**config.mk**
```make
export PLATFORM = sky130hd
export DESIGN_NAME = reg_bank
export DESIGN_NICKNAME = d
export VERILOG_FILES = /design/src/rtl/tiny16_pkg.sv /design/src/rtl/reg_bank_sp_ctl.sv /design/src/rtl/reg_bank.sv
export SDC_FILE = /design/constraint.sdc
export NUM_CORES = 1
export LEC_CHECK = 0
export CORE_MARGIN = 3
export CORE_UTILIZATION = 45
export CTS_CLUSTER_SIZE = 40
export DETAILED_ROUTE_END_ITERATION = 10
export DONT_BUFFER_PORTS = 1
export PLACE_DENSITY = 0.71
export SLEW_MARGIN = 20
export SYNTH_ARGS = -nofsm -noshare
export SYNTH_HDL_FRONTEND = slang
export SYNTH_HIERARCHICAL = 1
export SYNTH_SLANG_ARGS = --single-unit
```
**constraint.sdc**
```tcl
create_clock -name clk -period 3.9 [get_ports clk]
set_clock_uncertainty 0.15 [all_clocks]
set_input_delay 0.39 -clock clk [delete_from_list [all_inputs] [get_ports clk]]
set_output_delay 0.39 -clock clk [all_outputs]
set_load 0.01 [all_outputs]
```
**src/rtl/tiny16_pkg.sv**
```systemverilog
// tiny16_pkg: shared register indices, bank defaults and stack-op encoding for the tiny16 core family.
package tiny16_pkg;
    localparam int DATA_W_DEF   = 16;
    localparam int NUM_REGS_DEF = 16;
    localparam int REG_ZERO     = 0;
    localparam int REG_PC       = 1;
    localparam int REG_SP       = 2;
    localparam int REG_BP       = 3;
    localparam logic [15:0] SP_INIT_DEF  = 16'h00FF;
    localparam logic [15:0] SP_LIMIT_DEF = 16'h0080;
    typedef enum logic [1:0] {
        SP_HOLD = 2'b00,
        SP_POP  = 2'b01,
        SP_PUSH = 2'b10,
        SP_BOTH = 2'b11
    } sp_op_e;
endpackage

```
**src/rtl/reg_bank_sp_ctl.sv**
```systemverilog
// reg_bank_sp_ctl: next stack-pointer value and sticky-flag set pulses.
// Push/pop override a same-cycle write; bounds are checked only on push/pop.
module reg_bank_sp_ctl import tiny16_pkg::*; #(
    parameter int                DATA_W   = DATA_W_DEF,
    parameter logic [DATA_W-1:0] SP_INIT  = DATA_W'(SP_INIT_DEF),
    parameter logic [DATA_W-1:0] SP_LIMIT = DATA_W'(SP_LIMIT_DEF)
) (
    input  logic [DATA_W-1:0] sp_i,
    input  logic              push_i,
    input  logic              pop_i,
    input  logic              wr_req_i,
    input  logic [DATA_W-1:0] wr_val_i,
    output logic [DATA_W-1:0] sp_d_o,
    output logic              ovf_set_o,
    output logic              unf_set_o
);
    sp_op_e op;
    logic   can_push;
    logic   can_pop;
    always_comb begin
        op        = sp_op_e'({push_i, pop_i});
        can_push  = sp_i > SP_LIMIT;
        can_pop   = sp_i < SP_INIT;
        sp_d_o    = op == SP_PUSH ? (can_push ? sp_i - DATA_W'(1) : sp_i) :
                    op == SP_POP  ? (can_pop  ? sp_i + DATA_W'(1) : sp_i) :
                    op == SP_BOTH ? sp_i :
                    wr_req_i      ? wr_val_i : sp_i;
        ovf_set_o = op == SP_PUSH && !can_push;
        unf_set_o = op == SP_POP  && !can_pop;
    end
endmodule

```
**src/rtl/reg_bank.sv**
```systemverilog
// reg_bank: tiny16 register bank, byte-lane write port, two read ports, PC/SP auto-update.
// Define REG_BANK_BYPASS_EN to make reads return the post-edge value (write-through).
module reg_bank import tiny16_pkg::*; #(
    parameter int                DATA_W   = DATA_W_DEF,
    parameter int                NUM_REGS = NUM_REGS_DEF,
    localparam int               SEL_W    = $clog2(NUM_REGS),
    parameter logic [DATA_W-1:0] SP_INIT  = DATA_W'(SP_INIT_DEF),
    parameter logic [DATA_W-1:0] SP_LIMIT = DATA_W'(SP_LIMIT_DEF)
) (
    input  logic                clk,
    input  logic                rst_n,
    input  logic [SEL_W-1:0]    src_sel,
    input  logic [SEL_W-1:0]    dst_sel,
    input  logic                wr_en,
    input  logic [DATA_W/8-1:0] wr_be,
    input  logic                wr_imm8,
    input  logic [DATA_W-1:0]   wr_data,
    input  logic                pc_inc,
    input  logic                sp_push,
    input  logic                sp_pop,
    input  logic                flag_clr,
    output logic [DATA_W-1:0]   src,
    output logic [DATA_W-1:0]   dst,
    output logic                stack_ovf,
    output logic                stack_unf
);
    localparam int NB = DATA_W / 8;

    logic [DATA_W-1:0] gpr_q [NUM_REGS];
    logic [DATA_W-1:0] gpr_d [NUM_REGS];
    logic [DATA_W-1:0] wr_val;
    logic [DATA_W-1:0] sp_d;
    logic              ovf_q, ovf_d, unf_q, unf_d;
    logic              ovf_set, unf_set;

    reg_bank_sp_ctl #(
        .DATA_W  (DATA_W),
        .SP_INIT (SP_INIT),
        .SP_LIMIT(SP_LIMIT)
    ) u_sp_ctl (
        .sp_i     (gpr_q[REG_SP]),
        .push_i   (sp_push),
        .pop_i    (sp_pop),
        .wr_req_i (wr_en && dst_sel == SEL_W'(REG_SP)),
        .wr_val_i (wr_val),
        .sp_d_o   (sp_d),
        .ovf_set_o(ovf_set),
        .unf_set_o(unf_set)
    );

    // Disabled lanes keep the destination's current byte, so wr_val is the full merged word.
    always_comb begin
        for (int l = 0; l < NB; l++)
            wr_val[8*l +: 8] = wr_be[l] ? (wr_imm8 ? wr_data[7:0] : wr_data[8*l +: 8])
                                        : gpr_q[dst_sel][8*l +: 8];
        for (int i = 0; i < NUM_REGS; i++)
            gpr_d[i] = (wr_en && dst_sel == SEL_W'(i)) ? wr_val : gpr_q[i];
        gpr_d[REG_ZERO] = '0;
        gpr_d[REG_PC]   = pc_inc ? gpr_q[REG_PC] + DATA_W'(1) : gpr_d[REG_PC];
        gpr_d[REG_SP]   = sp_d;
        ovf_d           = ovf_set | (ovf_q & ~flag_clr);
        unf_d           = unf_set | (unf_q & ~flag_clr);
    end

    always_ff @(posedge clk or negedge rst_n) begin
        if (!rst_n) begin
            for (int i = 0; i < NUM_REGS; i++)
                gpr_q[i] <= (i == REG_SP) ? SP_INIT : '0;
            ovf_q <= 1'b0;
            unf_q <= 1'b0;
        end else begin
            gpr_q <= gpr_d;
            ovf_q <= ovf_d;
            unf_q <= unf_d;
        end
    end

`ifdef REG_BANK_BYPASS_EN
    assign src = gpr_d[src_sel];
    assign dst = gpr_d[dst_sel];
`else
    assign src = gpr_q[src_sel];
    assign dst = gpr_q[dst_sel];
`endif
    assign stack_ovf = ovf_q;
    assign stack_unf = unf_q;
endmodule
```
; Yosys cells after proc, flatten, opt, wreduce, memory -nomap -nowiden
; Index checks and enable logic that the tools add are counted.
[word_totals]
regBits = 242
word_cells = 91
inputBits = 34
out_inout_bits = 34
[op_classes]
n_eq_ne = 21
order_cmp = 4
n_addsub = 3
muxes = 17
n_bitwise = 7
n_reduce_logical = 22
[ops]
columns = operator, n
row1 = $mux W16, 12
row2 = $bmux W16 S4, 2
row3 = $add A16 B1 Y16 const B, 2
row4 = $eq A4 B4 Y1 const B, 8
row5 = $mux W8, 3
row6 = $logic_and A1 B1 Y1, 17
row7 = $eq A4 B3 Y1 const B, 4
row8 = $gt A16 B8 Y1 const B, 1
row9 = $lt A16 B8 Y1 const B, 1
row10 = $sub A16 B1 Y16 const B, 1
row11 = $ge A5 B5 Y1 const B, 2
row12 = $not A4 Y5, 2
row13 = $eq A4 B2 Y1 const B, 2
row14 = $eq A2 B2 Y1 const B, 2
row15 = $eq A4 B1 Y1 const B, 1
row16 = $reduce_and A4 Y1, 1
row17 = $ne A3 B1 Y1 const B, 1
row18 = $ne A3 B3 Y1 const B, 1
row19 = $reduce_bool A3 Y1, 1
row20 = $and A1 B1 Y1, 2
row21 = $eq A2 B1 Y1 const B, 1
row22 = $logic_not A1 Y1, 2
row23 = $ne A2 B1 Y1 const B, 1
row24 = $or A1 B1 Y1, 2
row25 = other kinds (2), 2

; Depth between registers and ports, before layout
[depth]
word_depth = 9
ltp_mapped = 15
depth_no_buf = 10

; By module
; The synthesis kept the hierarchy.
[by_module_without_submodules]
columns = mod, instances, cells_per_inst, seq_area_each_um2, area_each_um2
row1 = reg_bank, 1, 1229, 6065.8, 13374.1
row2 = reg_bank_sp_ctl, 1, 181, 0.0, 1161.1

; Worst setup path after synthesis
; OpenSTA, ideal clock, no wires.
[synth_path]
kind = input -> register
start = input port dst_sel[0]
end = register gpr_q[214] in the netlist's numbering
path_slack_ps = 1039
path_buffers = 2
required_ps = 3672
t_arrival_ps = 2633
setup_time_ps = 78
path_stages = 12
cell_sequence = buf_2 > nor2_1 > clkbuf_1 > a22oi_1 > a32oi_1 > o31a_1 > inv_1 > a21oi_1 > o2bb2ai_1 > a31o_2 > a21oi_1 > nor3_1
[synth_lines]
columns = item, line
row1 = from (decl), reg_bank.sv:13  ; input logic [SEL_W-1:0] dst_sel,
row2 = "to (signal, indexed assignment)", reg_bank.sv:68  ; gpr_q[i] <= (i == REG_SP) ? SP_INIT : '0;
row3 = to (signal assigned), reg_bank.sv:72  ; gpr_q <= gpr_d;
row4 = to (decl), reg_bank.sv:29  ; logic [DATA_W-1:0] gpr_q [NUM_REGS];

==> impl_metrics.py <==
metrics = {
    "drt": {
        "vias_per_cell": 6.63,
        "routed-wl-met3_mm": 4.30,
        "wl_mm": 46.0,
        "via_count": 11900,
        "drt-initial-drc-count": 1696,
        "route.detailed.drc": 0,
        "met1Wirelength_mm": 18.7,
        "firstDrtPassIters": 6,
        "ant_nets": 0,
        "routedWlPerCell_um": 25.7,
        "met2_length_mm": 20.8,
        "highest_layer": "met5",
    },
    "global_route": {
        "antenna_found_initial": 4,
        "grt.total_usage_pct": 26.4,
        "grt_overflow": 0,
        "grt_max_degree": 243,
        "grt_pass1_wl_mm": 70.4,
        "first_global_vias": 11600,
    },
    "worst_setup_path": {
        "worstPathRequired_ns": 4.21,
        "worstSetupPathType": "reg2reg",
        "cp.arrival_ns": 3.09,
        "r2r-start": "gpr_q[208]$_DFF_PN1_",
        "cp_max_fo": 10,
        "cp_slowest_cell": "dfstp_2",
        "crit_path_end_kind": "flop",
        "start_kind": "flop",
        "slowest_delay_ns": 0.67,
        "rr_endpoint": "gpr_q[211]$_DFF_PN1_",
        "path_cells": "ha_1 > nand2_1 > nor3_1 > nor2_1 > mux2_1 > a211o_1",
        "reg2reg_depth": 6,
        "ff2ff_setup_slack_ns": 1.12,
    },
    "run_status": {
        "violations": "hold timing",
        "status": "complete, but fails checks",
    },
    "sta": {
        "maxSlewViolCount": 0,
        "finalSetupViolations": 0,
        "worst_slack_ns": 1.12,
        "timing.hold.ws_ns": -0.598,
        "finalHoldViolations": 242,
        "fin_crit_sh_pct": 71.2,
        "fin_crit_ns": 2.78,
        "setup_tns_ns": 0,
        "rsz0062_at_grt": "no",
        "worst_pin_slew_ns": 1.07,
        "slew_headroom_pct": 28.7,
        "max_freq_ghz": 0.360,
    },
    "floorplanning": {
        "ios": 68,
        "initial_core_util_pct": 45.8,
        "die_h_um": 186,
        "core-area_sq_mm": 0.0317,
        "rows": 65,
        "dieArea_sq_mm": 0.0345,
        "dieWidth_um": 186,
    },
    "placement": {
        "gp_congestion": 0.914,
        "pre_cts_slack_ns": 0.954,
        "hpwlAfterDp_mm": 29.5,
        "io_buffers": 0,
        "post_dp_cell_area_sq_mm": 0.0147,
    },
    "logic_synthesis": {
        "synthArstFlopShare_pct": 100,
        "ys_ff_latch": 242,
        "synth_seq_area_share_pct": 41.7,
        "syn_nets": 1447,
        "synthFlopType": "dfrtp_1",
        "syn_inst": 1410,
        "netlist_area_sq_mm": 0.0145,
        "postSynthAreaPerCell_sq_um": 10.3,
        "yosys_warnings": 6,
        "ys_types": 75,
        "synth_edf_count": 0,
    },
    "clocking": {
        "clkLatencyLatePin_ns": 0.54,
        "cts_buffers": 27,
        "cts_sinks": 242,
        "htree_levels": 1,
        "cts_root_buffer": "clkbuf_16",
        "cts_tree": "yes",
        "post_cts_buffers": 0,
        "cts.clk_slew.worst_paths_ns": 0.07,
        "post_cts_resized": 0,
        "ctsHoldBuffers": 13,
        "cts_max_path_buffers": 3,
    },
    "final_layout": {
        "num-nets-final": 1408,
        "final_layout_size_suffix_gt1_share_pct": 17.3,
        "fillCellCount": 2861,
        "utilization_pct": 49.6,
        "num_antenna_cells": 0,
        "syn2layout_area_growth_pct": 8.19,
        "fin_area_sq_mm": 0.0157,
    },
    "power_and_ir_drop": {
        "leakage_nw": 6.84,
        "power-per-cell-area_mw_per_mm2": 531,
        "finalPower_w": 0.00835,
        "vdd_drop_max_v": 0.000276,
    },
    "worst_hold_path": {
        "min_path_type": "in2async",
    },
    "run": {
        "drv_cap": 0,
    },
}
-- cell usage after synthesis, types with 4 or more instances --
| cell | count | area share [%] |
|---|---|---|
| dfrtp_1 | 234 | 40 |
| nand2_1 | 161 | 4.2 |
| mux2i_1 | 136 | 9.4 |
| o21ai_0 | 130 | 4.5 |
| nor2_1 | 88 | 2.3 |
| mux2_2 | 83 | 6.4 |
| a21oi_1 | 76 | 2.6 |
| clkbuf_1 | 76 | 2.0 |
| mux4_2 | 48 | 7.4 |
| a22oi_1 | 45 | 2.3 |
| nand3_1 | 27 | 0.93 |
| inv_1 | 22 | 0.57 |
| mux2_1 | 20 | 1.5 |
| a221oi_1 | 19 | 1.1 |
| buf_2 | 16 | 0.55 |
| nor3_1 | 15 | 0.52 |
| a221o_1 | 14 | 0.96 |
| a211oi_1 | 12 | 0.62 |
| a21o_1 | 9 | 0.46 |
| a22o_1 | 9 | 0.54 |
| and3_1 | 9 | 0.39 |
| nand4_1 | 9 | 0.39 |
| o22ai_1 | 9 | 0.39 |
| buf_1 | 8 | 0.21 |
| dfstp_2 | 8 | 1.4 |
| a222oi_1 | 7 | 0.48 |
| a32oi_1 | 7 | 0.42 |
| nor2b_1 | 7 | 0.30 |
| buf_6 | 6 | 0.46 |
| o31ai_1 | 6 | 0.31 |
| or3_1 | 6 | 0.26 |
| nand2b_1 | 5 | 0.22 |
| a211o_1 | 4 | 0.24 |
| a21bo_2 | 4 | 0.28 |
| nand3b_1 | 4 | 0.21 |
| xnor2_1 | 4 | 0.24 |
-- sequential cells by signal, summed over array words and instances (netlist names) --
signal / flops
stack_unf: 1
gpr_q: 240
stack_ovf: 1
-- how the worst max path moves through the flow --
stage                      startpoint                   end  slack [ns]
6_report         gpr_q[208]$_DFF_PN1_  gpr_q[211]$_DFF_PN1_        1.12
3_3_place_gp               dst_sel[3]  gpr_q[215]$_DFF_PN1_        1.02
2_1_floorplan              dst_sel[0]  gpr_q[214]$_DFF_PN1_        1.04
5_1_grt        gpr_q[224]$_DFFE_PN0P_  gpr_q[208]$_DFF_PN1_        1.01
4_1_cts          gpr_q[220]$_DFF_PN0_  gpr_q[211]$_DFF_PN1_        1.16
3_5_place_dp               dst_sel[3]  gpr_q[215]$_DFF_PN1_        0.95
-- final cells by class --
| type | instances | area, sq um | share of cell area [%] |
|---|---|---|---|
| clock inverters | 8 | 65.1 | 0.414 |
| multi-input cells | 1032 | 7840 | 49.8 |
| well taps | 402 | 503 | 3.20 |
| repair buffers | 45 | 370 | 2.36 |
| flip-flops and latches | 242 | 6070 | 38.6 |
| clock buffers | 41 | 798 | 5.08 |
| inverters | 23 | 86.3 | 0.549 |
-- layer usage --
metal	GRT usage, %	vias to the layer above
met2	40.5	633
met4	11.3	8
met5	0	-
met3	5.43	129
met1	36.5	5910
li1	-	5208
-- cells in the final DEF, fill, tap and decap left out, drive strengths merged, types with 4 or more instances in the layout --
| cell | n |
|---|---|
| nand3b | 4 |
| dlygate4sd3 | 13 |
| or3 | 6 |
| or4 | 4 |
| o21ai | 130 |
| nor2 | 88 |
| inv | 22 |
| mux4 | 48 |
| a221o | 14 |
| nor3 | 18 |
| nand4 | 9 |
| and3 | 10 |
| o22ai | 9 |
| clkinv | 8 |
| a222oi | 7 |
| nor2b | 7 |
| nand2b | 5 |
| a211o | 4 |
| a22oi | 45 |
| a21oi | 76 |
| xnor2 | 4 |
| a32oi | 8 |
| o31ai | 6 |
| nor4 | 5 |
| a221oi | 19 |
| dfstp | 8 |
| mux2i | 136 |
| a21o | 9 |
| mux2 | 103 |
| buf | 32 |
| nand3 | 27 |
| a21bo | 4 |
| a22o | 9 |
| dfrtp | 234 |
| a211oi | 12 |
| clkbuf | 41 |
| nand2 | 161 |
-- critical path, delay by kind of cell (launching register included) --
| kind | cells | cell delay [ns] |
|---|---|---|
| compound gates | 1 | 0.29 |
| fa+ha+maj | 1 | 0.24 |
| flops | 1 | 0.67 |
| mux | 1 | 0.36 |
| simple gates | 3 | 0.99 |
-- logic make-up (layout without fill, tap and decap cells) --
kind of cell	after synthesis	in the layout	share of synthesized area, %
XOR/XNOR	6	6	0.362
flip-flops	242	242	41.7
AND/OR/NAND/NOR	357	357	11.4
buffers and inverters	136	117	4.45
AO/OA/AOI/OAI	379	379	17.0
multiplexers	287	287	24.8
adder cells (fa/ha/maj)	3	3	0.258
-- power breakdown --
part	internal, W	switching (W)	total [W]
combinational	0.00105	0.000986	0.00203
clock	0.00147	0.00104	0.00251
sequential	0.00316	0.000650	0.00381
-- metrics by stage --
step / std cells / hold WS [ns]
finish: 1793 / -0.598
global route: 1793 / -0.607
CTS: 1793 / -0.595
detailed placement: 1731 / -0.0331
global placement: 1731 / -0.0336
floorplan: 1410 / -0.0556
Note: power is estimated with default switching activity, not from simulation.
